<file path="config.mk">
export PLATFORM = sky130hd
export DESIGN_NAME = selector_sched
export DESIGN_NICKNAME = d
export VERILOG_FILES = /design/src/rtl/selector_sched.sv
export SDC_FILE = /design/constraint.sdc
export NUM_CORES = 1
export LEC_CHECK = 0
export BUFFER_PORTS_ARGS = -buffer_cell sky130_fd_sc_hd__buf_2
export CAP_MARGIN = 0
export CORE_ASPECT_RATIO = 0.8
export CORE_MARGIN = 2
export CORE_UTILIZATION = 65
export CTS_CLUSTER_SIZE = 12
export DETAILED_ROUTE_END_ITERATION = 10
export PLACE_DENSITY = 0.88
export SYNTH_ARGS = -nofsm -noshare
export SYNTH_HDL_FRONTEND = slang
export SYNTH_SLANG_ARGS = --single-unit
export TNS_END_PERCENT = 50
</file>
<file path="constraint.sdc">
create_clock -name clk -period 7.8 [get_ports clk]
set_input_delay 2.34 -clock clk [delete_from_list [all_inputs] [get_ports clk]]
set_output_delay 2.34 -clock clk [all_outputs]
set_load 0.01 [all_outputs]
</file>
<file path="src/rtl/selector_sched.sv">
// Step sequencer for the four-lane nibble selector array. It plays a programmable table of lane configurations, one step per accepted transfer.
// Every output is registered, and the first step appears one cycle after start. A step holds on the outputs until out_ready accepts it.
module selector_sched #(
  parameter int DEPTH = 8,
  parameter int AW    = 3
) (
  input  logic          clk,
  input  logic          reset_L,
  input  logic          cfg_we,
  input  logic [AW-1:0] cfg_addr,
  input  logic [27:0]   cfg_data,
  input  logic [AW:0]   num_steps,
  input  logic          loop,
  input  logic          start,
  input  logic          abort,
  input  logic          out_ready,
  output logic          step_valid,
  output logic [AW-1:0] step_idx,
  output logic [11:0]   selA,
  output logic [11:0]   selB,
  output logic [3:0]    sel,
  output logic          busy,
  output logic          done,
  output logic          err
);

  typedef enum logic {IDLE, RUN} state_t;

  localparam logic [AW:0] MAX_STEPS = (AW+1)'(DEPTH);

  state_t        state;
  logic [AW-1:0] last_idx;
  logic          loop_q;
  logic [27:0]   tbl [DEPTH];
  logic [AW-1:0] next_idx;
  logic          xfer;

  assign next_idx = step_idx + AW'(1);
  assign xfer     = step_valid && out_ready;

  always_ff @(posedge clk) begin
    if (!reset_L) begin
      state      <= IDLE;
      last_idx   <= '0;
      loop_q     <= 1'b0;
      step_valid <= 1'b0;
      step_idx   <= '0;
      selA       <= '0;
      selB       <= '0;
      sel        <= '0;
      busy       <= 1'b0;
      done       <= 1'b0;
      err        <= 1'b0;
      for (int i = 0; i < DEPTH; i++) tbl[i] <= '0;
    end else begin
      done <= 1'b0;
      err  <= 1'b0;

      // Table writes are only safe while nothing is being played out.
      if (cfg_we) begin
        if (state == IDLE) tbl[cfg_addr] <= cfg_data;
        else               err <= 1'b1;
      end

      case (state)
        IDLE: begin
          if (start) begin
            if (num_steps == '0 || num_steps > MAX_STEPS) begin
              err <= 1'b1;
            end else begin
              last_idx          <= AW'(num_steps - 1'b1);
              loop_q            <= loop;
              {sel, selB, selA} <= tbl[0];
              step_idx          <= '0;
              step_valid        <= 1'b1;
              busy              <= 1'b1;
              state             <= RUN;
            end
          end
        end
        RUN: begin
          if (start) err <= 1'b1;
          // Abort takes priority over a transfer, so the current entry is left on the outputs.
          if (abort) begin
            step_valid <= 1'b0;
            busy       <= 1'b0;
            state      <= IDLE;
          end else if (xfer) begin
            if (step_idx != last_idx) begin
              step_idx          <= next_idx;
              {sel, selB, selA} <= tbl[next_idx];
            end else if (loop_q) begin
              step_idx          <= '0;
              {sel, selB, selA} <= tbl[0];
            end else begin
              step_valid <= 1'b0;
              busy       <= 1'b0;
              done       <= 1'b1;
              state      <= IDLE;
            end
          end
        end
        default: state <= IDLE;
      endcase
    end
  end

endmodule

</file>
After elaboration in Yosys (flattened, before gate mapping)
Memories as Yosys holds them, arrays and structs flattened.
Index checks and enable logic that the tools add are counted.
{"block": "totals", "out_inout_bits": 35, "elab_cells": 92, "n_memories": 1, "ramBits": 224, "ff_bits": 39, "in_bits": 42}
{"memory": "tbl", "depth": 8, "word_bits": 28, "rd": 2, "rd_ports_with_merged_regs": 0, "wr": 8, "line": "34", "text": "logic [27:0] tbl [DEPTH];"}
{"block": "classes", "bitwise_logic": 4, "reduce_logical": 8, "muxes": 57, "add_sub_neg": 2, "order_cmp": 1, "eq_ne": 9}
{"op": "$mux 12", "n": 12}
{"op": "$pmux 12 s2", "n": 2}
{"op": "$mux 28", "n": 1}
{"op": "$reduce_or 28->1", "n": 1}
{"op": "$mux 1", "n": 24}
{"op": "$mux 4", "n": 6}
{"op": "$mux 3", "n": 7}
{"op": "$reduce_and 5->1", "n": 2}
{"op": "$pmux 4 s2", "n": 1}
{"op": "$ne 2x2->1 const B", "n": 3}
{"op": "$ne 3x3->1 const B", "n": 2}
{"op": "$pmux 1 s2", "n": 3}
{"op": "$pmux 3 s2", "n": 1}
{"op": "$reduce_or 5->1", "n": 1}
{"op": "$gt 4x4->1 const B", "n": 1}
{"op": "$logic_not 4->1", "n": 1}
{"op": "$not 1->1", "n": 4}
{"op": "$add 3x1->3 const B", "n": 1}
{"op": "$ne 3x1->1 const B", "n": 1}
{"op": "$ne 3x2->1 const B", "n": 1}
{"op": "$ne 3x3->1", "n": 1}
{"op": "$reduce_and 3->1", "n": 1}
{"op": "$sub 3x1->3 const B", "n": 1}
{"op": "$ne 2x1->1 const B", "n": 1}
{"op": "other kinds (2)", "n": 2}

Logic depth before layout (Yosys ltp)
{"block": "logic_depth", "ltp_word": 6, "depth_mapped": 8}

Worst setup path before layout
OpenSTA, ideal clock, no wires.
{"block": "synth_timing", "path_type": "input port to flip-flop", "start": "in cfg_addr[0]", "end": "mem tbl[2][0], enable pin", "cell_stages": 3, "path_slack_ns": 2.712, "n_path_buf": 0, "arrival_time_ns": 4.636, "path_cell_list": "inv_1 nand4_1 o21ai_0"}
{"element": "start, declared", "line": "10", "text": "input logic [AW-1:0] cfg_addr,"}
{"element": "end, declared", "line": "34"}

==> impl_metrics.env <==
export IMPL_run_status="complete, no violations"
export IMPL_layout_commonest_cell="sky130_fd_sc_hd__and2_1"
export IMPL_floorplan_initialDensity_pct=66.3
export IMPL_die_width_um=156
export IMPL_dieArea_um2=19600
export IMPL_worstMarginPinSlew_ns=1.21
export IMPL_power_density_cell_area_nw_per_um2=225
export IMPL_critPathCaptureType="flip-flop"
export IMPL_post_synth_inst_count=876
export IMPL_layout_area_overhead_vs_synth_pct=11.0
export IMPL_number_of_i_o_port_buffers=76
export IMPL_critical_path_peak_fanout=44
export IMPL_drt_initial_drc_count=880
export IMPL_dominantRegCellSynth="sky130_fd_sc_hd__edfxtp_1"
export IMPL_critical_path_cell_chain="buf_2, nand4_1, nor3_2, nand2b_1, buf_4"
export IMPL_ant_nets=0
export IMPL_floorplan_row_count=44
export IMPL_finalWeightedCongestion=0.756
export IMPL_slew_limit_headroom_pct=18.8
export IMPL_power_share_sequential_pct=54.2
export IMPL_detailedRoute_firstPassIterationCount=6
export IMPL_net_switching_power_uw=667
export IMPL_final_period_minus_worst_setup_slack_ns=5.00
export IMPL_gr_total_overflow=0
export IMPL_grt_first_pass_wirelength_um=42100
export IMPL_totalPowerFinal_uw=3000
export IMPL_clock_tree_htree_level_count=1
export IMPL_yosysSeqAreaShare_pct=62.5
export IMPL_initial_antenna_violation_count=0
export IMPL_cts_tree="built"
export IMPL_final_hold_violating_endpoints=0
export IMPL_drt_drc_violations_left=0
export IMPL_final_nets=983
export IMPL_maxSlewViolCount=0
export IMPL_timing_setup_critical_path_class="input pin to flip-flop"
export IMPL_synth_cell_area_um2=12000
export IMPL_clk_insertion_delay_late_ns=0.52
export IMPL_timing_final_crit_share_pct=64.1
export IMPL_synth_edf_count=224
export IMPL_max_stage_delay_ns=0.78
export IMPL_syn_nets=920
export IMPL_drive_above_1_share_pct=18.7
export IMPL_finalSetupViolCount=0
export IMPL_grt_pass1_vias=7515
export IMPL_power_static_leakage_uw=0.00484
export IMPL_ports_placed_on_the_boundary=77
export IMPL_number_of_cts_inserted_buffers=26
export IMPL_internal_power_uw=2330
export IMPL_antennaDiodeCount=0
export IMPL_setup_tns_ns=0
export IMPL_synth_seq_cells=263
export IMPL_timing_critical_path_slowest_stage_cell="sky130_fd_sc_hd__buf_2"
export IMPL_post_cts_setup_buffers=0
export IMPL_globalRouteTotalUtil_pct=28.3
export IMPL_clkTransAtPathRegs_ns=0.06
export IMPL_worst_path_dominant_cell_family="simple AND/OR/NAND/NOR gates"
export IMPL_min_path_type="flip-flop to flip-flop"
export IMPL_detail_route_vias_per_cell=6.29
export IMPL_filler_cell_count=1136
export IMPL_worst_path_buf_inv=2
export IMPL_cts_sinks=263
export IMPL_core_region_area_um2=18100
export IMPL_grt_start_max_net_pins=63
export IMPL_share_comb_of_total_power_pct=7.3
export IMPL_hold_buffers=0
export IMPL_required_ns=8.00
export IMPL_route_vias_total=7479
export IMPL_synth_warning_count=0
export IMPL_rsz0062_at_grt="no"
export IMPL_routedWlPerCell_um=22.9
export IMPL_pwr_share_clk_pct=38.5
export IMPL_startpoint_type="input pin"
export IMPL_cts_repair_resized=0
export IMPL_route_final_wire_length_um=27300
export IMPL_worst_clock_skew_ns=0.0114
export IMPL_irDropWorstVdd_mv=0.190
export IMPL_die_h_um=126
export IMPL_timing_max_cap_violations=0
export IMPL_cp_data_arrival_time_ns=5.20
export IMPL_ctsLongestPathBuffers=3
export IMPL_hpwl_um=15400
export IMPL_async_reset_ff_share_pct=0
export IMPL_cts_root_buffer_cell="sky130_fd_sc_hd__clkbuf_16"
export IMPL_max_clock_freq_mhz=200
export IMPL_layout_common_cells="226 x sky130_fd_sc_hd__and2_1, 224 x sky130_fd_sc_hd__edfxtp_1, 113 x sky130_fd_sc_hd__mux2i_1"
export IMPL_yosys_cell_types_count=43
export IMPL_power_share_switching_pct=22.2
export IMPL_synthesis_area_per_instance_um2=13.7
## path summary, 6_finish.rpt
check	cells past startpoint	startpoint	slack (ns)	to
setup / recovery	5	reset_L	2.80	tbl[0][2]
hold / removal	2	last_idx[1]	0.52	last_idx[1]
setup reg to reg	6	step_idx[0]	4.88	selB[10]
hold reg to reg	2	last_idx[1]	0.52	last_idx[1]
## worst reg2reg max path, stage by stage, from the launching register on
cell and delay, ns:
sky130_fd_sc_hd__dfxtp_1 0.41, sky130_fd_sc_hd__ha_4 0.59, sky130_fd_sc_hd__buf_4 0.81, sky130_fd_sc_hd__mux2i_1 0.37, sky130_fd_sc_hd__a221oi_2 0.11, sky130_fd_sc_hd__a22oi_1 0.37
sky130_fd_sc_hd__a21oi_1 0.11
## power groups by stage
stage / Sequential [uW] / Combinational (uW) / Clock (uW)
after global placement: 1650 / 207 / 0
after CTS: 1630 / 217 / 1160
final: 1630 / 219 / 1150
after detailed placement: 1650 / 214 / 0
after floorplan: 1660 / 126 / 0
after global routing: 1630 / 236 / 1210
## cells by family (layout without fill, tap and decap cells)
kind of cell	after synthesis	count (layout)	share of synthesized area, %
adder cells (fa/ha/maj)	2	2	0.208
AND/OR/NAND/NOR	267	267	13.6
multiplexers	113	113	9.42
AO/OA/AOI/OAI	158	158	10.5
buffers and inverters	68	151	3.27
XOR/XNOR	5	5	0.490
flip-flops	263	263	62.5
## synth_stat cells, types with 3 or more instances
master,instances,area (um^2)
sky130_fd_sc_hd__a21oi_1,25,125
sky130_fd_sc_hd__a21oi_2,4,35.0
sky130_fd_sc_hd__a221oi_1,6,52.6
sky130_fd_sc_hd__a221oi_2,21,315
sky130_fd_sc_hd__a22oi_1,52,390
sky130_fd_sc_hd__a22oi_2,4,50.1
sky130_fd_sc_hd__and2_1,228,1430
sky130_fd_sc_hd__buf_2,18,90.1
sky130_fd_sc_hd__buf_6,11,124
sky130_fd_sc_hd__clkbuf_1,24,90.1
sky130_fd_sc_hd__dfxtp_1,39,781
sky130_fd_sc_hd__edfxtp_1,224,6730
sky130_fd_sc_hd__inv_1,8,30.0
sky130_fd_sc_hd__mux2i_1,113,1130
sky130_fd_sc_hd__nand2_1,4,15.0
sky130_fd_sc_hd__nand2b_1,6,37.5
sky130_fd_sc_hd__nand3_1,3,15.0
sky130_fd_sc_hd__nand4_1,5,31.3
sky130_fd_sc_hd__nor2_1,12,45.0
sky130_fd_sc_hd__nor3_1,3,15.0
sky130_fd_sc_hd__o21ai_0,20,100
sky130_fd_sc_hd__o21ai_1,16,80.1
## flip-flops by register name (all words and copies together), names as in the netlist
signal,count
busy,1
done,1
err,1
last_idx,3
loop_q,1
sel,4
selA,12
selB,12
state,1
step_idx,3
tbl,224
## area by class of cell
class,count,area (um^2),share of cell area (%)
Clock buffer,47,771,5.78
Clock inverter,1,3.75,0.0282
Inverter,9,33.8,0.253
Multi-Input combinational cell,545,4210,31.6
Sequential cell,263,7510,56.3
Tap cell,230,288,2.16
Timing Repair Buffer,94,515,3.87
## per-layer routing
metal	up-vias	part of all wire, %	GRT usage (%)
met4	0	2.7	8.20
met3	63	8.2	4.47
met2	349	48	46.7
li1	3380	-	-
met1	3687	41	39.6
met5	-	0	0
## through the flow
stage               cells  worst slack (ns)  cell area, um^2  hold slack [ns]  utilization, %
finish               1189              2.80            13300            0.519            73.6
detailed placement   1141              2.36            12600            0.510            69.3
global route         1189              2.63            13300            0.538            73.6
CTS                  1189              2.83            13300            0.523            73.6
floorplan             876              2.71            12000            0.481               -
global placement     1141              2.48            12600            0.500            69.3
Note: power is estimated with default switching activity, not from simulation.
